`config.mk`:
```
export PLATFORM = sky130hd
export DESIGN_NAME = event_encoder
export DESIGN_NICKNAME = d
export VERILOG_FILES = /design/src/rtl/event_encoder.sv
export SDC_FILE = /design/constraint.sdc
export NUM_CORES = 1
export LEC_CHECK = 0
export ABC_AREA = 1
export ABC_CLOCK_PERIOD_IN_PS = 2200
export BUFFER_PORTS_ARGS = -buffer_cell sky130_fd_sc_hd__clkbuf_2
export CAP_MARGIN = 20
export CORE_ASPECT_RATIO = 1.1
export CORE_MARGIN = 1.5
export CORE_UTILIZATION = 49
export DETAILED_ROUTE_END_ITERATION = 8
export GPL_TIMING_DRIVEN = 0
export PLACE_DENSITY = 0.77
export SETUP_SLACK_MARGIN = 0.15
export SKIP_CTS_REPAIR_TIMING = 1
export SYNTH_ARGS = -nofsm -noshare
export SYNTH_HDL_FRONTEND = slang
export SYNTH_SLANG_ARGS = --single-unit
```
`constraint.sdc`:
```
create_clock -name clk -period 2.2 [get_ports clk]
set_input_delay 0.11 -clock clk [delete_from_list [all_inputs] [get_ports clk]]
set_output_delay 0.11 -clock clk [all_outputs]
set_load 0.02 [all_outputs]
```
`src/rtl/event_encoder.sv`:
```
// Multi-hot event capture with a pending register and a registered
// lowest-index-first encoder behind a valid/ready output handshake.
module event_encoder #(
  parameter int IN_WIDTH  = 16,
  parameter int IDX_WIDTH = 4
) (
  input  logic                 clk,
  input  logic                 rst,
  input  logic                 enable,
  input  logic [IN_WIDTH-1:0]  event_in,
  output logic [IDX_WIDTH-1:0] out_idx,
  output logic                 out_valid,
  input  logic                 out_ready,
  output logic [IN_WIDTH-1:0]  pending,
  output logic                 overflow,
  input  logic                 clear_overflow
);

  logic [IN_WIDTH-1:0]  pending_reg;
  logic [IN_WIDTH-1:0]  pending_next;
  logic [IDX_WIDTH-1:0] idx_reg;
  logic [IDX_WIDTH-1:0] idx_next;
  logic                 valid_reg;
  logic                 valid_next;
  logic                 overflow_reg;
  logic                 overflow_next;

  logic                 handshake;
  logic                 load;
  logic [IN_WIDTH-1:0]  served;
  logic [IN_WIDTH-1:0]  remaining;
  logic [IN_WIDTH-1:0]  captured;
  logic [IDX_WIDTH-1:0] lowest_idx;

  assign handshake = valid_reg & out_ready;
  assign load      = ~valid_reg | handshake;

  // One-hot decode of the presented index, only during a handshake.
  for (genvar gi = 0; gi < IN_WIDTH; gi++) begin : g_served
    assign served[gi] = handshake && (idx_reg == IDX_WIDTH'(gi));
  end

  assign remaining = pending_reg & ~served;
  assign captured  = enable ? event_in : '0;

  // Lowest set bit wins; scanning downward leaves the smallest index last.
  always_comb begin
    lowest_idx = '0;
    for (int i = IN_WIDTH - 1; i >= 0; i--) begin
      if (remaining[i]) lowest_idx = IDX_WIDTH'(i);
    end
  end

  always_comb begin
    pending_next  = remaining | captured;
    valid_next    = valid_reg;
    idx_next      = idx_reg;
    overflow_next = overflow_reg;
    // Only the already-pending snapshot is encoded; fresh events wait a cycle.
    if (load) begin
      valid_next = |remaining;
      idx_next   = lowest_idx;
    end
    // A lost event outranks a clear request in the same cycle.
    if (|(captured & remaining)) begin
      overflow_next = 1'b1;
    end else if (clear_overflow) begin
      overflow_next = 1'b0;
    end
  end

  always_ff @(posedge clk or posedge rst) begin
    if (rst) begin
      pending_reg  <= '0;
      valid_reg    <= 1'b0;
      idx_reg      <= '0;
      overflow_reg <= 1'b0;
    end else begin
      pending_reg  <= pending_next;
      valid_reg    <= valid_next;
      idx_reg      <= idx_next;
      overflow_reg <= overflow_next;
    end
  end

  assign pending   = pending_reg;
  assign out_valid = valid_reg;
  assign out_idx   = idx_reg;
  assign overflow  = overflow_reg;

endmodule

```
==> run_results.csv, run 1 <==
group,metric,value,unit
final_layout,final_cell_area,1540,um2
synthesis,netlist_top_cells_area,"dfrtp_1, nand2_1, inv_1, o21ai_4, nor2_1",
route,drt-total-wl,2.93,mm
route,drt-vias-per-instance,5.13,
power_and_ir_drop,power.density,715,nW/um2
synthesis,synth_compound_area_frac,0.167,
final_layout,finish.utilization,0.623,
synthesis,synth_top_area_share,0.439,
power_and_ir_drop,total_power,1.10,mW
placement,hpwl,2.32,mm
synthesis,synth_ff_type,"dfrtp_1",
clock_tree,clock_path_buffers,2,
synthesis,syn-cell-area,1250,um2
die,die_x,51.2,um
die,rows,19,
worst_setup_path,r2r_cells,9,
worst_setup_path,start_kind,"register",
clock_tree,cts_root_buf,"clkbuf_4",
timing,drv_slew,0,
timing,fin_crit_sh,0.850,
global_route,grt_usage,0.230,
timing,relSlewSlack,0.437,
final_layout,regArea,551,um2
final_layout,antenna_cells,0,
timing,setup_viol,0,
global_route,overflow,0,
power_and_ir_drop,power.leakage,0.710,nW
die,start_util,0.507,
synthesis,synthXorXnorAreaFrac,0,
synthesis,async_reset_ff_frac,1.00,
final_layout,nNetsFinal,236,
placement,preCtsSetupSlack,0.310,ns
final_layout,multi_input_area,627,um2
global_route,grt.met1_usage,0.293,
synthesis,ys_ff_latch,22,
placement,dpl_cell_area,1500,um2
final_layout,largest_reg_flops,16,
timing,min_period,1.87,ns
worst_setup_path,crit_arrival,2.07,ns
worst_setup_path,path_cells,"nor2_1, nand2_1, o21ai_2, or2_1, o21ai_1, inv_1, o221ai_1, nor4_2, o21ai_1",
synthesis,synth_edf_count,0,
timing,clock.fmax,534,MHz
synthesis,synth_top_family_by_area,"simple AND/OR/NAND/NOR gates",
synthesis,synth_top_area_cell,"dfrtp_1",
final_layout,fillers,256,
synthesis,synth_fp_nets,189,
route,drc_errors,0,
global_route,grt_pass1_wl,4.98,mm
outcome,status,"finished, violations left",
worst_setup_path,r2r_slack,0.33,ns
placement,place.gp.congestion,0.839,
timing,finalHoldViolCount,22,
global_route,antenna_found_initial,0,
job,maxCapViolCount,0,
die,fp.dieH,56.1,um
global_route,top_usage_layer,"met2",
timing,worst_slew_pin_slew,0.843,ns
global_route,grt_pass1_vias,1205,
die,ios,43,
route,postRouteAntennaNets,0,
die,die_area,2870,um2
timing,finalClockSkew,0.00283,ns
clock_tree,clk_latency,0.30,ns
clock_tree,htree_num_levels,1,
synthesis,ys_types,23,
placement,dpl.cell_count,240,
global_route,met2_usage,0.393,
timing,fin_hold_ws,-0.0613,ns
outcome,violations,"hold timing",
global_route,gr-usage-met3,0.0323,
timing,rsz0062_at_grt,"yes",
clock_tree,clk_pin_slew_worst_paths,0.12,ns
synthesis,synth-warning-count,0,
worst_setup_path,crit_start,"out_idx[0]",
worst_setup_path,slowest_stage,"dfrtp_1",
final_layout,stdcell_count,244,
worst_setup_path,reg2reg_from,"out_idx[0]",
clock_tree,cts_tree,"yes",
placement,port_buffers,41,
global_route,grt_max_degree,23,
clock_tree,clock_sinks,22,
synthesis,synth-simple-area-share,0.325,
route,vias,1252,
route,firstDrtPassIters,4,
synthesis,muxShareOfSynthArea,0,
worst_hold_path,min_path_type,"in2async",
worst_setup_path,cp_data_required_time,2.39,ns
synthesis,syn_area_per_cell,7.46,um2
synthesis,synth_adder_area_share,0,
die,core_area,2470,um2
synthesis,syn-instance-count,168,
final_layout,syn2layout_area_growth,22.9,%
route,first_iter_violations,35,
synthesis,yosysMostFrequentCell,"nand2_1",
synthesis,synth_seq_area_share,0.439,
timing,final.setup.worst_slack,0.329,ns
timing,setup-tns-final,0,ns
final_layout,drive_gt1_frac,0.305,
worst_setup_path,cpMostUsedCell,"o21ai_1",
worst_setup_path,path_max_fanout,7,
worst_setup_path,crit_path_max_incr_delay,0.47,ns
worst_setup_path,path_class,"reg2reg",
worst_setup_path,r2r-end,"overflow",
worst_setup_path,end_kind,"register",
route,wl_per_cell,12.0,um
clock_tree,cts_buffers,3,
synthesis,synth_common_cells,"nand2_1, dfrtp_1, inv_1, nor2_1, o21ai_1",
power_and_ir_drop,irDropWorstVdd,0.535,mV
## metal layers
| layer | wire length (um) | share of wire | vias to the layer above |
|---|---|---|---|
| met4 | 78 | 0.027 | 0 |
| met1 | 1200 | 0.41 | 565 |
| met5 | 0 | 0 | - |
| li1 | - | - | 630 |
| met3 | 182 | 0.062 | 9 |
| met2 | 1470 | 0.50 | 48 |
## cells by family after synthesis
family | Yosys count
AO/OA/AOI/OAI | 26
flip-flops | 22
AND/OR/NAND/NOR | 97
buffers and inverters | 23
## area by class of cell
| type | count | share of cell area |
|---|---|---|
| buffer | 2 | 0.00487 |
| clock buffer | 3 | 0.0146 |
| inverter | 21 | 0.0512 |
| multi-input combinational | 123 | 0.407 |
| sequential | 22 | 0.357 |
| tap | 31 | 0.0252 |
| timing repair buffer | 42 | 0.140 |
## power by group
group / internal (mW) / total, mW / switching (mW)
clock network: 0.0638 / 0.185 / 0.121
registers: 0.456 / 0.509 / 0.0526
logic: 0.131 / 0.408 / 0.277
## worst max-delay path by stage
stage / cells after the start / to / slack [ns]
2_1_floorplan: 19 / out_idx[0] / 0.48
3_3_place_gp: 9 / overflow / 0.39
3_5_place_dp: 9 / overflow / 0.31
4_1_cts: 9 / overflow / 0.30
5_1_grt: 9 / overflow / 0.15
6_report: 9 / overflow / 0.33
## layout by cell type (no fill, tap or decap), drive strengths merged
master	synthesis	final
o22ai	2	2
nor4	1	1
o221ai	4	4
nand2	71	71
o21ai	18	18
nor2	17	17
nand4	2	2
nand3	2	2
a31oi	1	1
dlygate4sd3	0	1
nor3	1	1
a21oi	1	1
clkbuf	2	46
or2	3	3
dfrtp	22	22
inv	21	21
## worst max-delay path, delay by kind of cell, from the launching register on
kind | cells | cell delay (ns)
AOI/OAI and AO/OA | 4 | 0.49
buffers and inverters | 1 | 0.05
DFF | 1 | 0.47
and+or+nand+nor | 4 | 0.76
(Power assumes the default switching activity.)
==> inputs of run 2 (changes only) <==
- CORE_UTILIZATION: 49 -> 50
- CTS_BUF_LIST: default -> sky130_fd_sc_hd__clkbuf_8
- PLACE_DENSITY: 0.77 -> 0.79
==> run 2 against run 1 <==
  * The flow still finishes with violations (hold timing)
  * Wire length increased by 4.0%
  * Combinational power decreased by 2%
  * Clock skew increased by 0.0040 ns
  * Sequential power about the same
  * Sequential share of layout area decreased by 0.26 points
  * Non-clock buffer count fell by 1
  * Flip-flop and latch count stayed put
  * Global-route usage increased by 1.6 points
  * Clock power rose by 57%
  * Utilization up 4.6 points
  * Largest power group unchanged
==> run_results.csv, run 2 (same netlist as run 1, synthesis figures left out) <==
group,metric,value,unit
route,drt-total-wl,3.04,mm
final_layout,finish.utilization,0.669,
die,start_util,0.540,
power_and_ir_drop,switching_share,0.380,
placement,dpl.cell_count,239,
worst_hold_path,min_path_type,"in2async",
route,wl_per_cell,12.5,um
timing,fin_crit_sh,0.836,
route,postRouteAntennaNets,0,
final_layout,fillers,211,
worst_setup_path,crit_arrival,2.00,ns
timing,fin_hold_ws,-0.0162,ns
job,maxCapViolCount,0,
outcome,violations,"hold timing",
worst_setup_path,path_cells,"nand2_2, nor2_4, nand3_1, nand2_2, nand2_1, nand2_1, nand2_1, nand2_1, nand2_1, nand2_1, nand2_1, nand2_1, nand2_1, nand2_1, nand2_1, nand2_1, nand2_1, nand2_1, nand2_1",
die,ios,43,
timing,setup-tns-final,0,ns
die,core_area,2320,um2
timing,worst_slew_pin_slew,0.836,ns
worst_setup_path,path_max_fanout,5,
global_route,grt_pass1_wl,5.30,mm
timing,drv_slew,0,
power_and_ir_drop,power.density,773,nW/um2
worst_setup_path,end_kind,"register",
power_and_ir_drop,pwr-share-comb,0.333,
timing,clock.fmax,544,MHz
final_layout,final_cell_area,1550,um2
outcome,status,"finished, violations left",
power_and_ir_drop,power_frac_seq,0.424,
final_layout,mostFrequentLayoutCells,"nand2_1, clkbuf_2, dfrtp_1, inv_1, nor2_1",
worst_setup_path,cpMostUsedCell,"nand2_1",
route,drt-vias-per-instance,5.09,
worst_setup_path,cp_data_required_time,2.36,ns
timing,min_period,1.84,ns
placement,place.gp.congestion,0.868,
power_and_ir_drop,p_clk_frac,0.243,
final_layout,stdcell_count,243,
timing,setup_viol,0,
clock_tree,clk_pin_slew_worst_paths,0.08,ns
die,die_area,2820,um2
clock_tree,clk_latency,0.26,ns
route,firstDrtPassIters,4,
clock_tree,clock_path_buffers,2,
placement,dpl_cell_area,1500,um2
global_route,overflow,0,
final_layout,layout_commonest_cell,"nand2_1",
route,first_iter_violations,25,
final_layout,largest_reg_flops,16,
final_layout,nNetsFinal,235,
timing,finalClockSkew,0.00679,ns
global_route,antenna_found_initial,0,
worst_setup_path,slowest_stage,"dfrtp_1",
clock_tree,htree_num_levels,1,
power_and_ir_drop,power_switching,0.456,mW
clock_tree,cts_root_buf,"clkbuf_8",
power_and_ir_drop,irDropWorstVdd,0.600,mV
placement,port_buffers,41,
worst_setup_path,path_class,"reg2reg",
route,vias,1236,
clock_tree,cts_tree,"yes",
timing,relSlewSlack,0.442,
final_layout,syn2layout_area_growth,23.8,%
final_layout,antenna_cells,0,
global_route,grt_usage,0.246,
placement,hpwl,2.38,mm
route,drc_errors,0,
global_route,grt_max_degree,23,
clock_tree,cts_buffers,3,
power_and_ir_drop,cell_internal_pwr,0.743,mW
die,die_x,50.7,um
worst_setup_path,start_kind,"register",
timing,rsz0062_at_grt,"no",
die,rows,18,
global_route,grt_pass1_vias,1246,
timing,finalHoldViolCount,23,
die,fp.dieH,55.5,um
final_layout,drive_gt1_frac,0.300,
clock_tree,clock_sinks,22,
worst_setup_path,crit_path_max_incr_delay,0.46,ns
power_and_ir_drop,power.leakage,0.720,nW
==> run 2: cell types whose count changed in the layout (fill, tap and decap cells not counted) <==
cell,delta
clkbuf_4,-3
clkbuf_8,+4
dlygate4sd3_1,-1
nor4_1,+1
nor4_2,-1
o21ai_1,+1
o21ai_2,-1
==> run 2: routing by layer <==
layer	wire [um]	vias up	GRT usage	part of all wire
met3	126	5	0.0324	0.041
met1	1320	566	0.309	0.44
met2	1560	41	0.445	0.51
li1	-	624	-	-
met5	0	-	0	0
met4	31	0	0.0463	0.010
==> run 2: worst max-delay path, delay by kind of cell, from the launching register on <==
kind,cells,cell delay [ns]
and+or+nand+nor,19,1.28
DFF,1,0.46
==> run 2: final cells by class <==
class,count,area [um2],area share
Buffer,2,7.51,0.00484
Clock buffer,4,55.1,0.0355
Tap cell,30,37.5,0.0242
Sequential cell,22,551,0.355
Multi-Input combinational cell,123,617,0.398
Inverter,21,78.8,0.0508
Timing Repair Buffer,41,205,0.132
==> run 2: worst paths after layout <==
path	startpoint	to	slack [ns]	cells after the start
max in group asynchronous	rst	out_idx[3]	1.70	2
max	out_idx[3]	out_idx[0]	0.36	19
min reg2reg	overflow	overflow	0.53	2
max reg2reg	out_idx[3]	out_idx[0]	0.36	19
min	rst	pending[3]	-0.02	2
min in group clk	clear_overflow	overflow	-0.01	2
==> run 2: power groups by stage <==
stage          registers (mW)  logic (mW)  clock network, mW
3_3_place_gp            0.511       0.393                  0
5_1_grt                 0.519       0.442              0.311
6_report                0.509       0.399              0.291
4_1_cts                 0.509       0.401              0.297
3_5_place_dp            0.517       0.400                  0
2_1_floorplan           0.575       0.210                  0
==> run 2: stage by stage <==
| stage | setup WS, ns | hold slack, ns | total power, mW |
|---|---|---|---|
| floorplan | 0.480 | 0.0992 | 0.785 |
| global placement | 0.414 | 0.280 | 0.904 |
| detailed placement | 0.389 | 0.279 | 0.917 |
| CTS | 0.372 | -0.00649 | 1.21 |
| global route | 0.178 | 0.00450 | 1.27 |
| finish | 0.361 | -0.0162 | 1.20 |
==> inputs of run 3 (changes only) <==
- ABC_AREA: 1 -> 0
- ABC_CLOCK_PERIOD_IN_PS: 2200 -> 1900
- PLACE_DENSITY: 0.79 -> 0.77
- clock period: 2.2 -> 1.9 ns (I/O delays scaled with it)
==> run 3 against run 2 <==
  * The flow finishes with violations (hold timing, setup timing)
  * Sequential share of layout area shrank 7.7 points
  * Register-to-register slack lost 0.37 ns
  * Setup slack lost 0.37 ns
  * Worst hold slack lost 0.0088 ns
  * Global-route usage grew 4.1 points
  * Clock-buffer cell count shrank 1
  * Largest cell class unchanged
  * Sequential power grew 20%
  * Critical path depth shrank 13
  * Synthesized cell count shrank 3.0%
==> run_results.csv, run 3 <==
group,metric,value,unit
outcome,status,"finished, violations left",
outcome,violations,"hold timing, setup timing",
power_and_ir_drop,cell_internal_pwr,1.01,mW
final_layout,largest_reg_flops,16,
worst_setup_path,reg2reg_from,"out_idx[0]",
final_layout,finish.utilization,0.724,
clock_tree,clock_path_buffers,2,
synthesis,syn_area_per_cell,8.87,um2
clock_tree,clk_pin_slew_worst_paths,0.09,ns
synthesis,ys_ff_latch,22,
die,fp.dieH,59.4,um
die,core_area,2750,um2
global_route,grt_max_degree,23,
synthesis,yosysMostFrequentCell,"nand2_1",
placement,port_buffers,41,
placement,hpwl,3.05,mm
final_layout,drive_gt1_frac,0.419,
power_and_ir_drop,p_clk_frac,0.179,
power_and_ir_drop,power.density,874,nW/um2
global_route,antenna_found_initial,0,
die,ios,43,
clock_tree,cts_root_buf,"clkbuf_8",
timing,min_period,1.91,ns
worst_setup_path,path_max_fanout,10,
clock_tree,cts_tree,"yes",
worst_setup_path,end_kind,"register",
synthesis,synth_fp_nets,184,
final_layout,antenna_cells,0,
route,firstDrtPassIters,4,
synthesis,synth_seq_area_share,0.381,
die,rows,20,
global_route,grt_pass1_wl,6.70,mm
global_route,grt_pass1_vias,1404,
placement,preCtsSetupSlack,-0.0325,ns
timing,fin_hold_ws,-0.0249,ns
worst_setup_path,cp_data_required_time,2.06,ns
final_layout,regArea,554,um2
final_layout,nNetsFinal,239,
synthesis,synth_top_area_share,0.381,
worst_setup_path,crit_start,"out_idx[0]",
synthesis,syn-cell-area,1450,um2
job,maxCapViolCount,0,
worst_setup_path,start_kind,"register",
clock_tree,clk_latency,0.27,ns
final_layout,multi_input_area,958,um2
clock_tree,cts_buffers,3,
power_and_ir_drop,irDropWorstVdd,0.731,mV
timing,finalClockSkew,0.00861,ns
final_layout,fillers,232,
synthesis,syn-instance-count,163,
timing,clock.fmax,525,MHz
clock_tree,htree_num_levels,1,
synthesis,synth-warning-count,0,
power_and_ir_drop,power.leakage,0.787,nW
power_and_ir_drop,switching_share,0.418,
timing,fin_crit_sh,1.00,
timing,setup_viol,1,
route,postRouteAntennaNets,0,
timing,finalHoldViolCount,22,
synthesis,synth_common_cells,"nand2_1, dfrtp_1, o211ai_1, o21ai_0, inv_1",
power_and_ir_drop,power_switching,0.727,mW
synthesis,async_reset_ff_frac,1.00,
synthesis,synth_edf_count,0,
worst_hold_path,min_path_type,"in2async",
synthesis,netlist_top_cells_area,"dfrtp_1, nand2_1, o211ai_1, o21ai_0, inv_1",
placement,place.gp.congestion,0.889,
die,die_area,3220,um2
route,first_iter_violations,68,
timing,worst_slew_pin_slew,0.881,ns
synthesis,synth_top_area_cell,"dfrtp_1",
route,wl_per_cell,17.7,um
timing,setup-tns-final,-0.00647,ns
die,die_x,54.3,um
power_and_ir_drop,power_frac_seq,0.350,
power_and_ir_drop,pwr-share-comb,0.471,
route,drt-vias-per-instance,6.20,
global_route,overflow,0,
timing,relSlewSlack,0.412,
final_layout,mostFrequentLayoutCells,"clkbuf_2, nand2_1, dfrtp_1, o211ai_1, inv_1",
route,vias,1550,
worst_setup_path,crit_arrival,2.06,ns
synthesis,synth_ff_type,"dfrtp_1",
final_layout,layout_commonest_cell,"clkbuf_2",
route,drt-total-wl,4.43,mm
timing,rsz0062_at_grt,"yes",
clock_tree,clock_sinks,22,
timing,drv_slew,0,
die,start_util,0.525,
timing,final.setup.worst_slack,-0.00647,ns
synthesis,ys_types,42,
global_route,grt_usage,0.287,
final_layout,syn2layout_area_growth,37.8,%
route,drc_errors,0,
worst_setup_path,path_class,"reg2reg",
-- run 3: final timing paths --
check	endpoint	cells after the start	slack [ns]
hold reg to reg	overflow	2	0.56
setup / recovery	out_idx[0]	6	-0.006
min in group clk	pending[6]	3	0.04
hold / removal	pending[6]	2	-0.02
setup reg to reg	out_idx[0]	6	-0.006
max in group asynchronous	out_idx[1]	2	1.32
-- run 3: logic make-up after synthesis --
group | after synthesis | share of synthesized area
compound gates | 63 | 0.319
flops | 22 | 0.381
simple gates | 56 | 0.212
mux | 4 | 0.0303
buf+inv | 18 | 0.0571
-- run 3: cell type report --
cell class / instances / area share
multi-input combinational: 123 / 0.481
sequential: 22 / 0.278
tap: 33 / 0.0207
inverter: 10 / 0.0188
clock inverter: 1 / 0.00188
timing repair buffer: 50 / 0.138
buffer: 8 / 0.0402
clock buffer: 3 / 0.0207
-- run 3: critical path, cell delays in order, from the launching register on --
cell and delay [ns]:
dfrtp_2 0.43, buf_8 0.15, nand4b_4 0.27, o21a_1 0.25
o211ai_1 0.30, a211oi_2 0.13, o41ai_2 0.25
-- run 3: metrics by stage --
step / std cells / total power [mW] / hold slack (ns) / instance area (um2)
after global placement: 237 / 1.25 / 0.284 / 1710
after CTS: 241 / 1.58 / 0.00253 / 1750
final: 250 / 1.74 / -0.0249 / 1990
after global routing: 250 / 1.84 / 0.0546 / 1990
after floorplan: 163 / 1.08 / 0.0841 / 1460
after detailed placement: 237 / 1.27 / 0.287 / 1710
-- run 3: power by group through the flow --
stage / combinational, mW / clock, mW / sequential (mW)
2_1_floorplan: 0.406 / 0 / 0.670
3_3_place_gp: 0.657 / 0 / 0.598
3_5_place_dp: 0.665 / 0 / 0.602
4_1_cts: 0.673 / 0.314 / 0.593
5_1_grt: 0.895 / 0.327 / 0.617
6_report: 0.820 / 0.312 / 0.610
-- run 3: metal layers --
metal	track usage	vias up	wire, um
met1	0.414	749	1890
met4	0.107	0	95
met2	0.439	66	2180
li1	-	725	-
met5	0	-	0
met3	0.0278	10	254
